File: config.mk
export PLATFORM = sky130hd
export DESIGN_NAME = fp_norm_pipe
export DESIGN_NICKNAME = d
export VERILOG_FILES = /design/src/rtl/fp_norm_pipe.sv
export SDC_FILE = /design/constraint.sdc
export NUM_CORES = 1
export LEC_CHECK = 0
export CAP_MARGIN = 40
export CORE_MARGIN = 2
export CORE_UTILIZATION = 50
export DETAILED_ROUTE_END_ITERATION = 6
export PLACE_DENSITY_LB_ADDON = 0.1
export SYNTH_ARGS = -nofsm -noshare
export SYNTH_HDL_FRONTEND = slang
export SYNTH_SLANG_ARGS = --single-unit
File: constraint.sdc
create_clock -name i_clk -period 3.15 [get_ports i_clk]
set_input_delay 0.4725 -clock i_clk [delete_from_list [all_inputs] [get_ports i_clk]]
set_output_delay 0.4725 -clock i_clk [all_outputs]
set_load 0.05 [all_outputs]
File: src/rtl/fp_norm_pipe.sv
// Two-stage post-addition normalizer: stage 1 finds the leading one, stage 2 shifts,
// adjusts the biased exponent and classifies the result as zero/subnormal/overflow.
module fp_norm_pipe #(
  parameter int MANT_W = 28,
  parameter int EXP_W  = 8
) (
  input  logic              i_clk,
  input  logic              i_rst,
  input  logic              i_valid,
  output logic              o_ready,
  input  logic              i_sign,
  input  logic [MANT_W-1:0] i_mant,
  input  logic [EXP_W-1:0]  i_exp,
  output logic              o_valid,
  input  logic              i_ready,
  output logic              o_sign,
  output logic [MANT_W-1:0] o_mant,
  output logic [EXP_W-1:0]  o_exp,
  output logic              o_zero,
  output logic              o_subnormal,
  output logic              o_overflow
);

  localparam int POS_W = $clog2(MANT_W - 1);
  localparam int XW    = EXP_W + 1;

  logic              s1_valid_q, s1_valid_d;
  logic              s1_sign_q, s1_sign_d;
  logic [MANT_W-1:0] s1_mant_q, s1_mant_d;
  logic [EXP_W-1:0]  s1_exp_q, s1_exp_d;
  logic              s1_zero_q, s1_zero_d;
  logic              s1_carry_q, s1_carry_d;
  logic [POS_W-1:0]  s1_pos_q, s1_pos_d;

  logic              s2_valid_q, s2_valid_d;
  logic              s2_sign_q, s2_sign_d;
  logic [MANT_W-1:0] s2_mant_q, s2_mant_d;
  logic [EXP_W-1:0]  s2_exp_q, s2_exp_d;
  logic              s2_zero_q, s2_zero_d;
  logic              s2_sub_q, s2_sub_d;
  logic              s2_ovf_q, s2_ovf_d;

  logic              s2_load, s1_load, in_fire;
  logic [POS_W-1:0]  lod_pos;
  logic [POS_W-1:0]  shift_amt;
  logic [XW-1:0]     exp_x, shift_x, exp_inc, exp_dec;
  logic [EXP_W-1:0]  sub_shift;

  assign s2_load = ~s2_valid_q | i_ready;
  assign s1_load = ~s1_valid_q | s2_load;
  assign o_ready = s1_load;
  assign in_fire = i_valid & s1_load;

  // Leading-one position over the non-carry bits; the highest set bit wins.
  always_comb begin
    lod_pos = '0;
    for (int i = 0; i < MANT_W - 1; i++) begin
      if (i_mant[i]) lod_pos = POS_W'(i);
    end
  end

  always_comb begin
    s1_valid_d = s1_valid_q;
    s1_sign_d  = s1_sign_q;
    s1_mant_d  = s1_mant_q;
    s1_exp_d   = s1_exp_q;
    s1_zero_d  = s1_zero_q;
    s1_carry_d = s1_carry_q;
    s1_pos_d   = s1_pos_q;
    if (s1_load) s1_valid_d = i_valid;
    if (in_fire) begin
      s1_sign_d  = i_sign;
      s1_mant_d  = i_mant;
      s1_exp_d   = i_exp;
      s1_zero_d  = (i_mant == '0);
      s1_carry_d = i_mant[MANT_W-1];
      s1_pos_d   = lod_pos;
    end
  end

  assign shift_amt = POS_W'(MANT_W - 2) - s1_pos_q;
  assign shift_x   = XW'(shift_amt);
  assign exp_x     = XW'(s1_exp_q);
  assign exp_inc   = exp_x + XW'(1);
  assign exp_dec   = exp_x - shift_x;
  assign sub_shift = s1_exp_q - EXP_W'(1);

  // Classification in priority order: zero, carry-out, exponent-limited, normal.
  always_comb begin
    s2_valid_d = s2_valid_q;
    s2_sign_d  = s2_sign_q;
    s2_mant_d  = s2_mant_q;
    s2_exp_d   = s2_exp_q;
    s2_zero_d  = s2_zero_q;
    s2_sub_d   = s2_sub_q;
    s2_ovf_d   = s2_ovf_q;
    if (s2_load) s2_valid_d = s1_valid_q;
    if (s2_load && s1_valid_q) begin
      s2_sign_d = s1_sign_q;
      s2_zero_d = 1'b0;
      s2_sub_d  = 1'b0;
      s2_ovf_d  = 1'b0;
      if (s1_zero_q) begin
        s2_mant_d = '0;
        s2_exp_d  = '0;
        s2_zero_d = 1'b1;
      end else if (s1_carry_q) begin
        s2_exp_d = exp_inc[EXP_W-1:0];
        if (exp_inc[EXP_W-1:0] == {EXP_W{1'b1}}) begin
          s2_mant_d = '0;
          s2_ovf_d  = 1'b1;
        end else begin
          s2_mant_d = {1'b0, s1_mant_q[MANT_W-1:2], s1_mant_q[1] | s1_mant_q[0]};
        end
      end else if (shift_x >= exp_x) begin
        s2_mant_d = s1_mant_q << sub_shift;
        s2_exp_d  = '0;
        s2_sub_d  = 1'b1;
      end else begin
        s2_mant_d = s1_mant_q << shift_amt;
        s2_exp_d  = exp_dec[EXP_W-1:0];
      end
    end
  end

  always_ff @(posedge i_clk) begin
    if (i_rst) begin
      s1_valid_q <= 1'b0;
      s1_sign_q  <= 1'b0;
      s1_mant_q  <= '0;
      s1_exp_q   <= '0;
      s1_zero_q  <= 1'b0;
      s1_carry_q <= 1'b0;
      s1_pos_q   <= '0;
      s2_valid_q <= 1'b0;
      s2_sign_q  <= 1'b0;
      s2_mant_q  <= '0;
      s2_exp_q   <= '0;
      s2_zero_q  <= 1'b0;
      s2_sub_q   <= 1'b0;
      s2_ovf_q   <= 1'b0;
    end else begin
      s1_valid_q <= s1_valid_d;
      s1_sign_q  <= s1_sign_d;
      s1_mant_q  <= s1_mant_d;
      s1_exp_q   <= s1_exp_d;
      s1_zero_q  <= s1_zero_d;
      s1_carry_q <= s1_carry_d;
      s1_pos_q   <= s1_pos_d;
      s2_valid_q <= s2_valid_d;
      s2_sign_q  <= s2_sign_d;
      s2_mant_q  <= s2_mant_d;
      s2_exp_q   <= s2_exp_d;
      s2_zero_q  <= s2_zero_d;
      s2_sub_q   <= s2_sub_d;
      s2_ovf_q   <= s2_ovf_d;
    end
  end

  assign o_valid     = s2_valid_q;
  assign o_sign      = s2_sign_q;
  assign o_mant      = s2_mant_q;
  assign o_exp       = s2_exp_q;
  assign o_zero      = s2_zero_q;
  assign o_subnormal = s2_sub_q;
  assign o_overflow  = s2_ovf_q;

endmodule
==> results.json, run 1 <==
{
  "setup_ws_ns": -0.2926,
  "rsz0062_at_grt": "true",
  "slew_headroom": 0.3160,
  "timing.rr.start": "s1_pos_q[0]",
  "drv_slew": 0,
  "failed_checks": "negative setup slack",
  "post-route-util": 0.8079,
  "async_flop_share": 0,
  "fp.dieW_um": 111.8,
  "max_stage_delay_ns": 0.38,
  "grt_use_total": 0.3805,
  "fillerInstances": 725,
  "first_pass_iters": 6,
  "h-tree-depth": 3,
  "clk_latency_ns": 0.35,
  "synth_flop_cell": "dfxtp_1",
  "postCtsHoldBufs": 0,
  "critical_path.most_common_cell": "buf_4",
  "multi_input_area_sq_um": 4717,
  "arrival_ns": 3.72,
  "design_area_sq_um": 9185,
  "place_ws_ns": -0.2556,
  "ant_nets": 0,
  "cts.clk_slew.worst_paths_ns": 0.07,
  "die_area_sq_um": 12490,
  "die_h_um": 111.8,
  "cpMaxStageDelayCell": "dfxtp_2",
  "top_level_ports": 83,
  "cts_buffers": 9,
  "wl_per_cell_um": 23.19,
  "cts_tree": "done",
  "ctsRootBufferMaster": "clkbuf_16",
  "fin_cells": 1131,
  "ys_types": 76,
  "powerDensity_nw_per_um2": 489.7,
  "synth_area_per_cell_sq_um": 7.473,
  "vias": 7497,
  "hold_start": "o_exp[6]",
  "start_kind": "flip-flop",
  "fin_setup_tns_ns": -4.554,
  "synthCells": 777,
  "routed_wl_um": 26230,
  "core_area_sq_um": 11370,
  "crit_fanout": 5,
  "worstSetupPathType": "flip-flop to flip-flop",
  "grt_pass1_vias": 6839,
  "fin_skew_ns": 0.007576,
  "grt_pass1_wl_um": 37210,
  "hold_class": "flip-flop to flip-flop",
  "ys_ff_latch": 85,
  "finalCriticalPeriod_ns": 3.443,
  "rows": 39,
  "yosys_warnings": 0,
  "n_antenna_cell": 0,
  "worst-path-buf-inv": 5,
  "portBuffers": 82,
  "cp_top_family": "compound AO/OA/AOI/OAI gates",
  "antenna_found_initial": 0,
  "dpl-instance-area_sq_um": 7500,
  "cts.sinks": 85,
  "cp.required_ns": 3.42,
  "timing.final.crit_share": 1.093,
  "hold_violations": 0,
  "place_inst": 1072,
  "yosysSeqAreaShare": 0.2930,
  "synth_enable_flop_cells": 0,
  "drtIter0Drc": 1093,
  "synth_fp_nets": 828,
  "drive_gt1_frac": 0.3391,
  "startpoint": "s1_pos_q[0]",
  "initial_utilization": 0.5107,
  "drc": 0,
  "endpoint_kind": "flip-flop",
  "routed_via_density": 6.629,
  "crit_chain": "buf_6 -> a21oi_4 -> xnor2_2 -> ha_4 -> and4b_2 -> and2_4 -> buf_4 -> o21ai_4 -> buf_4 -> buf_4 -> buf_4 -> a32o_1 -> o22ai_2 -> nor2_1 -> o21ai_0 -> o211a_1 -> o211ai_1",
  "ir_worst_vdd_mv": 0.3721,
  "dp_hpwl_um": 17740,
  "synthToLayoutAreaGrowth_pct": 58.18,
  "power_leakage_uw": 0.003508,
  "nNetsFinal": 1034,
  "cts.path.max_buffers": 2,
  "routabilityCongestion": 1.001,
  "status": "finished, violations left",
  "grt_overflow": 0,
  "grt_max_degree": 42,
  "maxCapViolations": 0,
  "worst_pin_slew_ns": 1.017,
  "max_freq_ghz": 0.2905,
  "syn_area_sq_um": 5807,
  "final-seq-area_sq_um": 1708,
  "setup_violations": 26
}
-- final cells by class --
type	instances	area share
tap	143	0.01948
sequential	85	0.1859
timing repair buffer	247	0.2438
multi-input combinational	625	0.5136
clock buffer	10	0.02602
clock inverter	6	0.005040
inverter	15	0.006130
-- worst register-to-register path, cell delays in order, from the launching register on --
cell	delay (ns)
dfxtp_2	0.38
buf_6	0.14
a21oi_4	0.06
xnor2_2	0.33
ha_4	0.28
and4b_2	0.23
and2_4	0.20
buf_4	0.15
o21ai_4	0.23
buf_4	0.16
buf_4	0.09
buf_4	0.11
a32o_1	0.24
o22ai_2	0.11
nor2_1	0.21
o21ai_0	0.14
o211a_1	0.15
o211ai_1	0.16
-- state kept, by name, summed over array words and instances (netlist names) --
register,flops
o_zero,1
o_valid,1
s1_pos_q,5
s1_sign_q,1
s1_zero_q,1
o_exp,8
s1_valid_q,1
o_mant,28
o_overflow,1
o_sign,1
s1_mant_q,28
o_subnormal,1
s1_exp_q,8
-- cells in the mapped netlist, types with 3 or more instances --
cell      instances  area [sq um]
mux2i_1          29         290.3
inv_1            15         56.30
buf_2            14         70.07
o211ai_1          7         52.55
a32o_1            5         50.05
o21ai_0          37         185.2
nor4_1           10         62.56
and2_1            4         25.02
buf_4             4         30.03
o22ai_1           6         37.54
buf_1             4         15.01
dfxtp_1          85          1702
and3_1           16         100.1
o21ai_1          11         55.05
a21boi_0          3         22.52
nor2_1           48         180.2
nand2b_1          5         31.28
xnor2_1          12         105.1
a211oi_1         21         157.7
ha_1              9         112.6
a31oi_1           8         50.05
nor3_1           22         110.1
nand2_1         126         473.0
or3_1             5         31.28
o21bai_1          4         30.03
mux2_2            6         67.56
nand3_1          35         175.2
a21o_1           10         75.07
xor2_1            4         35.03
o31ai_1           7         52.55
a21oi_1          78         390.4
a22oi_1          28         210.2
a311oi_1          3         26.28
clkbuf_1         28         105.1
a221oi_1          7         61.31
nor2b_1           3         18.77
o21ai_2           4         35.03
-- stage by stage --
| step | hold slack [ns] | total power (uW) |
|---|---|---|
| detailed placement | 0.4470 | 2810 |
| global route | 0.4825 | 4626 |
| finish | 0.4536 | 4498 |
| floorplan | 0.4357 | 2096 |
| global placement | 0.4378 | 2805 |
| CTS | 0.4561 | 4062 |
-- repair_timing --
| action | CTS | global route |
|---|---|---|
| pin swaps | 36 | 44 |
| endpoints found under the setup margin | 28 | 28 |
| buffers inserted | 15 | 29 |
| gates cloned | 2 | 0 |
| gates resized for setup | 86 | 138 |
-- worst paths after layout --
| path | slack, ns | to | cells after the start |
|---|---|---|---|
| min | 0.45 | o_exp[6] | 2 |
| max reg2reg | -0.29 | o_mant[26] | 17 |
| min reg2reg | 0.45 | o_exp[6] | 2 |
| max | -0.29 | o_mant[26] | 17 |
-- metal layers --
layer / GRT usage / part of all wire / vias to the layer above
met3: 0.06696 / 0.11 / 147
li1: - / - / 3278
met2: 0.6032 / 0.45 / 525
met4: 0.1844 / 0.057 / 0
met1: 0.5020 / 0.38 / 3547
met5: 0 / 0 / -
-- logic make-up (layout without fill, tap and decap cells) --
kind of cell / count (synthesis) / after routing / share of synthesized area
compound gates: 266 / 266 / 0.3012
xor+xnor: 16 / 16 / 0.02413
fa+ha+maj: 10 / 10 / 0.02284
buf+inv: 68 / 278 / 0.05128
flops: 85 / 85 / 0.2930
mux: 35 / 35 / 0.06162
simple gates: 297 / 298 / 0.2459
-- placed cells by master (no fill, tap or decap), drive strengths merged, types with 3 or more instances in the layout --
cell and instances:
a21oi 78, o21bai 4, and2 5, nor4 12, a211oi 23, buf 166
dfxtp 85, clkbuf 10, o211ai 7, a21o 10, a31oi 8, and3 16
o31ai 7, a311oi 3, nand2 129, ha 9, o22ai 6, nor2 51
xnor2 12, nand3 35, a221oi 8, a32o 5, mux2 6, xor2 4
a21boi 4, nor2b 3, nor3 24, or3 6, nand2b 5, mux2i 29
o21ai 52, a22oi 28, o21a 3, inv 17, clkdlybuf4s50 81, or2 3
-- power breakdown --
group	total, uW	internal, uW	switching, uW
registers	1210	1130	87.7
clock network	1030	561	468
logic	2250	1020	1230
Note: power is estimated with default switching activity, not from simulation.
==> inputs of run 2 (changes only) <==
--- a/config.mk
+++ b/config.mk
@@ -7,7 +7,7 @@
 export LEC_CHECK = 0
 export CAP_MARGIN = 40
 export CORE_MARGIN = 2
-export CORE_UTILIZATION = 50
+export CORE_UTILIZATION = 56
 export DETAILED_ROUTE_END_ITERATION = 6
 export PLACE_DENSITY_LB_ADDON = 0.1
 export SYNTH_ARGS = -nofsm -noshare
==> constraint.sdc (replaced) <==
create_clock -name i_clk -period 3.7 [get_ports i_clk]
set_input_delay 0.555 -clock i_clk [delete_from_list [all_inputs] [get_ports i_clk]]
set_output_delay 0.555 -clock i_clk [all_outputs]
set_load 0.05 [all_outputs]
==> run 2 against run 1 <==
Against the previous run:
- the run ends with design-rule violations left
- clock-buffer cell count rose by 2
- final cell count fell by 11%
- register-to-register slack improved by 0.40 ns
- power fell by 35%
- via count fell by 12%
- largest cell class unchanged
- largest power group unchanged
- core utilization fell by 10 points
- sequential power fell by 15%
- sequential share of layout area rose by 5.1 points
- design area fell by 22%
==> results.json, run 2 (synthesis gave the netlist of run 1 again) <==
{
  "status": "finished, violations left",
  "failed_checks": "design-rule violations",
  "top_layer": "met4",
  "wl_met2_um": 8973,
  "die_h_um": 105.8,
  "hold_start": "o_mant[7]",
  "postCtsHoldBufs": 0,
  "whs_ns": 0.4536,
  "final_common_cell": "nand2_1",
  "hold_depth": 2,
  "top_level_ports": 83,
  "cp.required_ns": 3.97,
  "clk_latency_ns": 0.38,
  "cpMaxStageDelayCell": "or3_4",
  "worst_hold_path.endpoint": "o_mant[7]",
  "cts_tree": "done",
  "fin_cells": 1009,
  "portBuffers": 82,
  "fin_skew_ns": 0.006267,
  "antenna_found_initial": 0,
  "timing.rr.start": "s1_pos_q[0]",
  "drv_slew": 0,
  "max_stage_delay_ns": 0.41,
  "grt_overflow": 0,
  "grt_max_degree": 51,
  "cts.sinks": 85,
  "ctsRootBufferMaster": "clkbuf_8",
  "ir_worst_vdd_mv": 0.2998,
  "core_area_sq_um": 10180,
  "finalCriticalPeriod_ns": 3.590,
  "hold_violations": 0,
  "grt_pass1_vias": 6132,
  "vias": 6565,
  "h-tree-depth": 3,
  "maxCapViolations": 0,
  "worstRegToRegCells": 13,
  "grt_use_total": 0.3693,
  "power_uw": 2914,
  "routed_wl_um": 20570,
  "crit_chain": "ha_1 -> o21ai_1 -> xnor2_1 -> ha_1 -> and4bb_1 -> and2_4 -> or3_4 -> nand2_8 -> mux2i_2 -> mux2i_1 -> mux2_2 -> a221oi_1 -> o21ai_1",
  "met3_length_um": 1974,
  "timing.final.crit_share": 0.9702,
  "arrival_ns": 3.86,
  "post-route-util": 0.7044,
  "cts.path.max_buffers": 2,
  "layout_common_cells": "125 x nand2_1, 84 x dfxtp_1, 81 x clkdlybuf4s50_1, 75 x a21oi_1, 50 x buf_4",
  "nNetsFinal": 919,
  "fp.dieW_um": 105.8,
  "start_kind": "flip-flop",
  "die_area_sq_um": 11200,
  "place_inst": 981,
  "wl_per_cell_um": 20.39,
  "routed_via_density": 6.506,
  "max_freq_ghz": 0.2786,
  "r2r_slack_ns": 0.11,
  "drtIter0Drc": 596,
  "slew_headroom": 0.3937,
  "endpoint_kind": "flip-flop",
  "grt_pass1_wl_um": 32330,
  "worstSetupPathType": "flip-flop to flip-flop",
  "cp_top_family": "simple AND/OR/NAND/NOR gates",
  "drive_gt1_frac": 0.1180,
  "met1_length_um": 8641,
  "power_leakage_uw": 0.002681,
  "n_antenna_cell": 0,
  "crit_fanout": 35,
  "dp_hpwl_um": 15780,
  "hold_class": "flip-flop to flip-flop",
  "rows": 37,
  "drc": 2,
  "cts_buffers": 9,
  "reg2reg_to": "o_mant[22]",
  "routabilityCongestion": 1.092,
  "cts.clk_slew.worst_paths_ns": 0.08,
  "ant_nets": 0,
  "initial_utilization": 0.5701,
  "setup_violations": 0,
  "first_pass_iters": 7,
  "powerDensity_nw_per_um2": 406.2,
  "worst-path-buf-inv": 0,
  "rsz0062_at_grt": "true",
  "worst_pin_slew_ns": 0.9011,
  "synthToLayoutAreaGrowth_pct": 23.55
}
==> run 2: cell count changes in the layout (fill, tap and decap cells not counted), sizes merged <==
cell,change
clkinvlp,-1
bufinv,+1
buf,-114
inv,-2
clkbuf,+2
nand2,-1
==> run 2: worst max path at each step <==
stage / from / end / slack (ns) / cells after the start
global route: s1_pos_q[0] / o_mant[20] / -0.003 / 13
global placement: s1_pos_q[0] / o_mant[18] / 0.05 / 13
floorplan: s1_pos_q[0] / o_mant[19] / 0.51 / 14
finish: s1_pos_q[0] / o_mant[22] / 0.11 / 13
detailed placement: s1_pos_q[0] / o_mant[26] / 0.006 / 14
CTS: s1_pos_q[0] / o_mant[18] / 0.004 / 13
==> run 2: per-layer routing <==
metal,vias up,track usage
met3,76,0.06246
met5,-,0
met1,3075,0.5008
li1,3040,-
met4,0,0.1842
met2,374,0.5664
==> run 2: cell type report <==
cell class / instances / area (sq um)
clock buffer: 12 / 145.1
tap: 136 / 170.2
multi-input combinational: 624 / 3841
fill: 818 / 3010
inverter: 15 / 56.30
sequential: 85 / 1703
clock inverter: 4 / 47.55
timing repair buffer: 133 / 1211
==> run 2: timing repair <==
item,in CTS,in global routing
setup buffers,0,12
pin swaps,1,5
endpoints found under the setup margin,1,24
gates cloned,0,0
gates resized for setup,0,11
==> run 2: worst min-delay path, cell delays in order (launching register included) <==
cell	delay [ns]
dfxtp_1	0.33
nand2_1	0.04
o21ai_0	0.05
==> run 2: where the power goes <==
part	switching (uW)	leakage [uW]	internal (uW)
Clock	337	0.0000964	329
Sequential	70.0	0.000695	958
Combinational	737	0.00189	483
Total	1140	0.00268	1770
==> run 2: through the flow <==
step / TNS (ns) / setup WS [ns] / instance area [sq um]
floorplan: 0 / 0.5137 / 5807
global placement: 0 / 0.04922 / 6860
detailed placement: 0 / 0.006475 / 6860
CTS: 0 / 0.003964 / 7053
global route: -0.004458 / -0.003270 / 7174
finish: 0 / 0.1101 / 7174
